**config.mk**
```make
export PLATFORM = sky130hd
export DESIGN_NAME = alu_share_ctrl
export DESIGN_NICKNAME = d
export VERILOG_FILES = /design/src/rtl/alu_share_pkg.sv /design/src/rtl/alu_share_ctrl_rr_arbiter.sv /design/src/rtl/alu_share_ctrl.sv
export SDC_FILE = /design/constraint.sdc
export NUM_CORES = 1
export LEC_CHECK = 0
export BUFFER_PORTS_ARGS = -buffer_cell sky130_fd_sc_hd__clkbuf_2
export CAP_MARGIN = 40
export CORE_MARGIN = 2
export CORE_UTILIZATION = 39
export CTS_BUF_LIST = sky130_fd_sc_hd__clkbuf_16
export DETAILED_ROUTE_END_ITERATION = 8
export PLACE_DENSITY = 0.72
export RECOVER_POWER = 25
export SLEW_MARGIN = 20
export SYNTH_ARGS = -nofsm -noshare
export SYNTH_HDL_FRONTEND = slang
export SYNTH_HIERARCHICAL = 1
export SYNTH_SLANG_ARGS = --single-unit
```
**constraint.sdc**
```tcl
create_clock -name clk -period 1.35 [get_ports clk]
set_clock_uncertainty 0.1 [all_clocks]
set_input_delay 0.2025 -clock clk [delete_from_list [all_inputs] [get_ports clk]]
set_output_delay 0.2025 -clock clk [all_outputs]
set_load 0.005 [all_outputs]
```
**src/rtl/alu_share_pkg.sv**
```systemverilog
// alu_share_pkg: shared ALU op codes, controller states and helpers
// for the ALU time-sharing controller.
package alu_share_pkg;

  localparam logic [2:0] ALU_ADD = 3'b000;
  localparam logic [2:0] ALU_SUB = 3'b001;
  localparam logic [2:0] ALU_AND = 3'b010;
  localparam logic [2:0] ALU_OR  = 3'b011;
  localparam logic [2:0] ALU_XOR = 3'b100;
  localparam logic [2:0] ALU_SLT = 3'b101;
  localparam logic [2:0] ALU_SGT = 3'b110;
  localparam logic [2:0] ALU_EQ  = 3'b111;

  typedef enum logic [1:0] {
    IDLE,
    EXEC,
    RESP
  } state_t;

  function automatic logic [15:0] sat_inc(
    input logic [15:0] v
  );
    return (v == 16'hFFFF) ? v : v + 16'd1;
  endfunction

endpackage

```
**src/rtl/alu_share_ctrl_rr_arbiter.sv**
```systemverilog
// rr_arbiter: combinational round-robin pick, searching upward
// from last_grant+1 (mod N).
module rr_arbiter #(
  parameter int N  = 2,
  parameter int IW = 1
) (
  input  logic [N-1:0]  req,
  input  logic [IW-1:0] last_grant,
  output logic [N-1:0]  grant,
  output logic [IW-1:0] idx
);

  logic          found;
  int            cand;
  logic [IW-1:0] ci;

  always_comb begin
    grant = '0;
    idx   = '0;
    found = 1'b0;
    cand  = 0;
    ci    = '0;
    for (int k = 1; k <= N; k++) begin
      cand = (int'(last_grant) + k) % N;
      ci   = IW'(cand);
      if (!found && req[ci]) begin
        found     = 1'b1;
        idx       = ci;
        grant[ci] = 1'b1;
      end
    end
  end

endmodule

```
**src/rtl/alu_share_ctrl.sv**
```systemverilog
// alu_share_ctrl: round-robin sharing of one external ALU between
// NUM_REQ requesters. Optional counters: ALU_SHARE_PERF_EN.
module alu_share_ctrl
  import alu_share_pkg::*;
#(
  parameter int NUM_REQ = 2,
  parameter int DATA_W  = 32,
  parameter int OP_W    = 3
) (
  input  logic                      clk,
  input  logic                      rst,
  input  logic [NUM_REQ-1:0]        req_valid,
  output logic [NUM_REQ-1:0]        req_ready,
  input  logic [NUM_REQ*DATA_W-1:0] req_operand1,
  input  logic [NUM_REQ*DATA_W-1:0] req_operand2,
  input  logic [NUM_REQ*OP_W-1:0]   req_alu_op,
  output logic [DATA_W-1:0]         alu_operand1,
  output logic [DATA_W-1:0]         alu_operand2,
  output logic [OP_W-1:0]           alu_op,
  input  logic [DATA_W-1:0]         alu_result,
  input  logic                      alu_zero,
  output logic [NUM_REQ-1:0]        rsp_valid,
  input  logic [NUM_REQ-1:0]        rsp_ready,
  output logic [DATA_W-1:0]         rsp_result,
  output logic                      rsp_zero,
  output logic                      busy
`ifdef ALU_SHARE_PERF_EN
  ,
  output logic [NUM_REQ*16-1:0]     perf_grant_cnt,
  output logic [15:0]               perf_stall_cnt
`endif
);

  localparam int IW = (NUM_REQ > 1) ? $clog2(NUM_REQ) : 1;

  state_t              state_q, state_d;
  logic [IW-1:0]       owner_q, last_grant_q;
  logic [NUM_REQ-1:0]  grant;
  logic [IW-1:0]       win_idx;
  logic [DATA_W-1:0]   res_q;
  logic                zero_q;
  logic                accept;

  rr_arbiter #(
    .N  (NUM_REQ),
    .IW (IW)
  ) u_arb (
    .req        (req_valid),
    .last_grant (last_grant_q),
    .grant      (grant),
    .idx        (win_idx)
  );

  assign accept = (state_q == IDLE) && (|req_valid);

  always_comb begin
    state_d   = state_q;
    req_ready = '0;
    rsp_valid = '0;
    unique case (state_q)
      IDLE: begin
        if (|req_valid) begin
          req_ready = grant;
          state_d   = EXEC;
        end
      end
      EXEC: state_d = RESP;
      RESP: begin
        rsp_valid[owner_q] = 1'b1;
        if (rsp_ready[owner_q]) state_d = IDLE;
      end
      default: state_d = IDLE;
    endcase
  end

  always_ff @(posedge clk) begin
    if (rst) begin
      state_q      <= IDLE;
      alu_operand1 <= '0;
      alu_operand2 <= '0;
      alu_op       <= '0;
      res_q        <= '0;
      zero_q       <= 1'b0;
      owner_q      <= '0;
      last_grant_q <= IW'(NUM_REQ - 1);
    end else begin
      state_q <= state_d;
      if (accept) begin
        alu_operand1 <= req_operand1[int'(win_idx)*DATA_W +: DATA_W];
        alu_operand2 <= req_operand2[int'(win_idx)*DATA_W +: DATA_W];
        alu_op       <= req_alu_op[int'(win_idx)*OP_W +: OP_W];
        owner_q      <= win_idx;
        last_grant_q <= win_idx;
      end
      if (state_q == EXEC) begin
        res_q  <= alu_result;
        zero_q <= alu_zero;
      end
    end
  end

  assign rsp_result = res_q;
  assign rsp_zero   = zero_q;
  assign busy       = (state_q != IDLE);

`ifdef ALU_SHARE_PERF_EN
  logic [15:0] gcnt [NUM_REQ];

  for (genvar i = 0; i < NUM_REQ; i++) begin : g_perf
    always_ff @(posedge clk) begin
      if (rst) gcnt[i] <= '0;
      else if (req_valid[i] && req_ready[i]) gcnt[i] <= sat_inc(gcnt[i]);
    end
    assign perf_grant_cnt[i*16 +: 16] = gcnt[i];
  end

  always_ff @(posedge clk) begin
    if (rst) perf_stall_cnt <= '0;
    else if ((|req_valid) && busy) perf_stall_cnt <= sat_inc(perf_stall_cnt);
  end
`endif

endmodule

```
# == Yosys cells after proc, flatten, opt, wreduce, memory -nomap -nowiden ==
# Cells that the tools add are included.
# op_classes
add_sub_neg,2
multipliers,1
order_cmp,6
n_eq_ne,4
shifts,3
mux,23
bitwise_logic,1
reduce_logical,10
# op_table
op,n
64-bit by 7-bit indexed part select with 32-bit output,2
2-bit 2-to-1 mux,7
1-bit 2-to-1 mux,12
1-bit by 2-bit < comparator with 1-bit output (second input constant),3
2-bit one-hot mux with 3 select lines,1
6-bit by 4-bit indexed part select with 3-bit output,1
1-bit logical AND,5
1-bit demux with 1-bit select,3
1-bit greater-or-equal comparator (second input constant),3
1-bit by 2-bit multiplier with 3-bit output (second input constant),1
1-bit adder (second input constant),2
2-bit by 1-bit == test with 1-bit output (second input constant),1
2-bit == test (second input constant),1
2-bit zero test,1
2-bit by 1-bit != test with 1-bit output (second input constant),1
2-bit != test (second input constant),1
2-bit bitwise OR,1
2-bit AND reduction,1
2-bit nonzero test,1
2-bit OR reduction,1
1-bit zero test,1
# totals
ff_bits,104
input_bits,173
output_inout_bits,105
word_cells,58

# == Logic depth before layout (Yosys ltp) ==
# depth
depth_word,10
ltp_mapped,6
depth_no_buf,4

# == Hierarchy ==
# The synthesis kept the hierarchy.
# by_module_without_submodules
mod,n_inst,cells_per_inst,area_each_um2,seq_area_each_um2
alu_share_ctrl,1,474,4551.9,2082.0
rr_arbiter,1,4,26.3,0.0

# == Worst setup path before layout ==
# Ideal clock, no wire load.
# synth_path
kind,reg-to-reg
from,register last_grant_q
to,register alu_operand2[13]
setup_ns,0.146
arrival_ns,1.231
required_time_ns,1.104
setup_slack_ns,-0.127
stages_incl_launch_ff,7
path_buffers,3
period_less_slack_ns,1.477
cell_sequence,dfxtp_1 -> a21boi_0 -> buf_2 -> buf_4 -> buf_6 -> mux2i_1 -> a211oi_2
# synth_via
elab_chain_cells,8
elab_cells_between_ends,12
classes_between,add/sub (2); shift (1); mux (7); reduce/logical (2)
# synth_rtl
item,line,rtl
start: declaration,alu_share_ctrl.sv:37,"logic [IW-1:0] owner_q, last_grant_q;"
start signal: assignment,alu_share_ctrl.sv:85,last_grant_q <= IW'(NUM_REQ - 1);
start signal: assignment,alu_share_ctrl.sv:93,last_grant_q <= win_idx;
1-bit adder,alu_share_ctrl_rr_arbiter.sv:24,cand = (int'(last_grant) + k) % N;
1-bit 2-to-1 mux (implied by the code) (2 in series),alu_share_ctrl_rr_arbiter.sv:26,if (!found && req[ci]) begin
1-bit 2-to-1 mux,alu_share_ctrl_rr_arbiter.sv:26,
1-bit zero test,alu_share_ctrl_rr_arbiter.sv:26,
1-bit logical AND,alu_share_ctrl_rr_arbiter.sv:26,
1-bit 2-to-1 mux *,alu_share_ctrl_rr_arbiter.sv:26,
via win_idx,alu_share_ctrl.sv:39,logic [IW-1:0] win_idx;
64-bit by 7-bit indexed part select with 32-bit output *,alu_share_ctrl.sv:90,alu_operand2 <= req_operand2[int'(win_idx)*DATA_W +: DATA_W];
end signal: assignment,alu_share_ctrl.sv:90,
end: declaration,alu_share_ctrl.sv:18,"output logic [DATA_W-1:0] alu_operand2,"
# Mark *: on every way through the listed nets, which the timed path passes. The rest lies on a longest branch. The select of a mux whose other input is x is not followed.
# A chain may end at the register's enable or synchronous reset.

# == Worst setup path after layout ==
# layout_path
from,register last_grant_q
to,output port req_ready[0]
# layout_via
elab_chain_cells,10
elab_cells_between_ends,24
classes_between,add/sub (2); order compare (4); mux (13); bitwise (1); reduce/logical (4)
# layout_rtl
item,line,rtl
1-bit adder,alu_share_ctrl_rr_arbiter.sv:24,
1-bit by 2-bit < comparator with 1-bit output (implied by the code) / 1-bit greater-or-equal comparator (equally long branches),alu_share_ctrl_rr_arbiter.sv:29,grant[ci] = 1'b1;
1-bit logical AND (implied by the code),alu_share_ctrl_rr_arbiter.sv:29,
1-bit 2-to-1 mux (implied by the code),alu_share_ctrl_rr_arbiter.sv:29,
1-bit demux with 1-bit select,n/a,
2-bit 2-to-1 mux,alu_share_ctrl_rr_arbiter.sv:26,
2-bit bitwise OR (no line),n/a,
2-bit 2-to-1 mux *,alu_share_ctrl_rr_arbiter.sv:26,
via grant[0],alu_share_ctrl.sv:38,logic [NUM_REQ-1:0] grant;
2-bit 2-to-1 mux *,alu_share_ctrl.sv:62,if (|req_valid) begin
2-bit 2-to-1 mux *,alu_share_ctrl.sv:60,unique case (state_q)
end: declaration,alu_share_ctrl.sv:13,"output logic [NUM_REQ-1:0] req_ready,"
# Marks and branches as above.

==> summary.txt <==
Timing
  – Post-layout minimum cycle time: 1.61 ns
  – Worst relative slew slack: 80.7%
  – Count of final hold-check violations: 0
  – Final period utilization: 119%
  – Least-Margin Pin Slew: 0.288 ns
  – Final setup vio count: 105
  – Slew Limit Fails: 0
  – Unrepaired setup endpoints after global routing: yes
  – Final worst slack: -0.261 ns
  – Fmax: 621 MHz

Finish
  – N_diodes: 0
  – Cell area after layout: 7970 sq um
  – Fillers: 817
  – Layout cell share with drive strength beyond 1: 54.8%
  – Non-Filler Instances: 952
  – Area Growth Syn to Fin: 74.1%
  – Final core utilization: 69.8%
  – NumNets Final: 977

Setup path
  – Peak fanout along the critical path: 3
  – Reg2Reg Setup Slack: -0.17 ns
  – WS Path Type: register to output pin
  – CP Data Required Time: 1.05 ns
  – Reg2Reg Depth: 6
  – R2r endpoint: alu_operand1[26]$_SDFFE_PP0P_
  – CP startpoint kind: register
  – CP arrival: 1.31 ns
  – R2R Path Start: last_grant_q$_SDFFE_PP1P_
  – Crit end category: output pin

Floorplan
  – Die width: 112 um
  – Initial Util: 40.1%
  – Io pins: 278
  – Core region area: 11400 sq um
  – Rows: 39
  – Die footprint: 12600 sq um
  – Die Height: 112 um

Placement
  – Port Buffers: 277
  – Placed Area: 6220 sq um
  – HPWL after DPL: 10100 um
  – DP Cell Count: 870
  – RD Place Congestion: 0.831

Hold path
  – Worst Hold Class: input pin to register
  – Hold Path Depth: 3
  – Min-Delay Endpoint: alu_op[2]$_SDFFE_PP0P_
  – Hold Crit Start: req_alu_op[2]

Global route
  – Initial antenna violation count: 0
  – Largest net degree at the start of global routing: 39
  – GRT Util Overall: 23.9%
  – First-pass GRT wire length: 24100 um
  – Via count of the first global-routing pass: 4883
  – Gr ovfl total: 0

Power and ir drop
  – P per Cell Area: 1140 nW/um^2
  – Overall Power: 9.08 mW
  – Leakage: 3.54 nW
  – VDD IR max: 0.000833 V

Logic synthesis
  – Post-synth top area share: 45.5%
  – Sequential area share after synthesis: 45.5%
  – Synth cell types: 28
  – Cells after Synth: 478
  – Ys Warns: 6
  – FFs w/ async S/R, synth: 0%
  – Seq cells post-synth: 104
  – Syn_nets: 651
  – Syn Area/Cell: 9.58 sq um
  – Top_reg_cell synth: dfxtp_1
  – Synth Cell Area: 4580 sq um
  – Area leader, netlist: dfxtp_1
  – Number of synthesized flops with an enable pin: 0
  – Count leader, synth: dfxtp_1
  – Top post-synthesis cells by count: 104 x dfxtp_1, 102 x a21oi_1, 68 x mux2i_1
  – Top cells by area, synth: dfxtp_1 45%, mux2i_1 15%, a21oi_1 11%, a211oi_2 8.2%, a211oi_1 6.1%

Route
  – Router iterations before antenna repair: 5
  – DR DRC count: 0
  – Routed WL: 18300 um
  – Vias: 5191
  – ANT nets after route: 0
  – Per-cell routed wire length: 19.2 um
  – Via/cell ratio: 5.45
  – Initial DRC count: 422

CTS
  – Number of CTS-inserted buffers: 9
  – CTS tree: yes
  – Clk buf depth: 2
  – Root Driver: clkbuf_16
  – H-tree Lvls: 3
  – Clock Sink Count: 104
  – Clk slew on worst S/H paths: 0.07 ns
  – Skew-Pair Late Insertion Delay: 0.34 ns

Flow run
  – Max Cap Viol: 0

Run status
  – Failing checks: setup timing
  – Status: finished with violations
[final cells by class]
cell class	count	area (sq um)	share of cell area [%]
clock buffer	9	225	2.83
multi-input combinational	322	2720	34.1
sequential	104	2090	26.2
clock inverter	7	63.8	0.801
timing repair buffer	365	2680	33.6
inverter	2	12.5	0.157
tap	143	179	2.24
[worst max path at each step]
stage | startpoint | slack (ns) | cells past startpoint | to
2_1_floorplan | last_grant_q$_SDFFE_PP1P_ | -0.03 | 6 | alu_operand2[13]$_SDFFE_PP0P_
3_3_place_gp | req_valid[0] | -0.07 | 5 | alu_operand2[7]$_SDFFE_PP0P_
3_5_place_dp | req_valid[1] | -0.12 | 5 | alu_operand2[16]$_SDFFE_PP0P_
4_1_cts | last_grant_q$_SDFFE_PP1P_ | -0.23 | 5 | req_ready[0]
5_1_grt | last_grant_q$_SDFFE_PP1P_ | -0.31 | 5 | req_ready[0]
6_report | last_grant_q$_SDFFE_PP1P_ | -0.26 | 5 | req_ready[0]
[power breakdown]
| part | internal, mW | total [mW] | switching, mW | leakage [nW] |
|---|---|---|---|---|
| Sequential | 3.40 | 3.60 | 0.200 | 0.861 |
| Combinational | 1.52 | 2.89 | 1.37 | 2.55 |
| Clock | 1.42 | 2.58 | 1.16 | 0.134 |
| Total | 6.34 | 9.08 | 2.74 | 3.54 |
[kinds of logic after synthesis]
logic type | Yosys count | share of synthesized area [%]
flops | 104 | 45.5
mux | 68 | 14.9
buf+inv | 52 | 6.07
simple gates | 80 | 7.46
compound gates | 174 | 26.1
[what timing repair did]
| item | in CTS | in global routing |
|---|---|---|
| pin swaps | 39 | 47 |
| setup buffers | 9 | 14 |
| setup endpoints to repair | 69 | 90 |
| gates resized for setup | 41 | 117 |
| hold buffers | 33 | 0 |
| hold endpoints to repair | 33 | 0 |
| gates cloned | 8 | 12 |
[state kept, by name, summed over array words and instances (netlist names)]
register,cells
alu_operand1,32
last_grant_q,1
state_q,2
owner_q,1
rsp_result,32
alu_op,3
alu_operand2,32
rsp_zero,1
[metal layers]
layer | share of wire (%) | global-route usage, % | vias up
met4 | 3.8 | 11.3 | 0
met3 | 6.4 | 4.48 | 73
met2 | 52 | 43.8 | 261
met1 | 37 | 26.6 | 2467
met5 | 0 | 0 | -
li1 | - | - | 2390
[layout by cell type (no fill, tap or decap), types with 13 or more instances in the layout]
cell type / n
a211oi_1: 28
a211oi_2: 39
a21oi_1: 85
a21oi_2: 17
buf_12: 25
clkbuf_1: 13
clkbuf_16: 17
clkbuf_2: 257
dfxtp_1: 101
dlygate4sd3_1: 33
mux2i_1: 40
mux2i_4: 16
nand2_1: 53
[stage by stage]
stage               TNS (ns)  hold WS (ns)  worst slack (ns)
floorplan             -0.571         0.238           -0.0254
global placement       -2.20         0.326           -0.0696
detailed placement     -4.46         0.331            -0.119
CTS                    -4.79        0.0409            -0.228
global route          -13.97        0.0841            -0.308
finish                 -9.61        0.0660            -0.261
[worst max-delay path, cell delays in order (launching register included)]
cell and delay [ns]:
dfxtp_2 0.38, buf_6 0.13, inv_2 0.03, a21boi_2 0.13, and3_1 0.16, buf_2 0.12
Note: power is estimated with default switching activity, not from simulation.
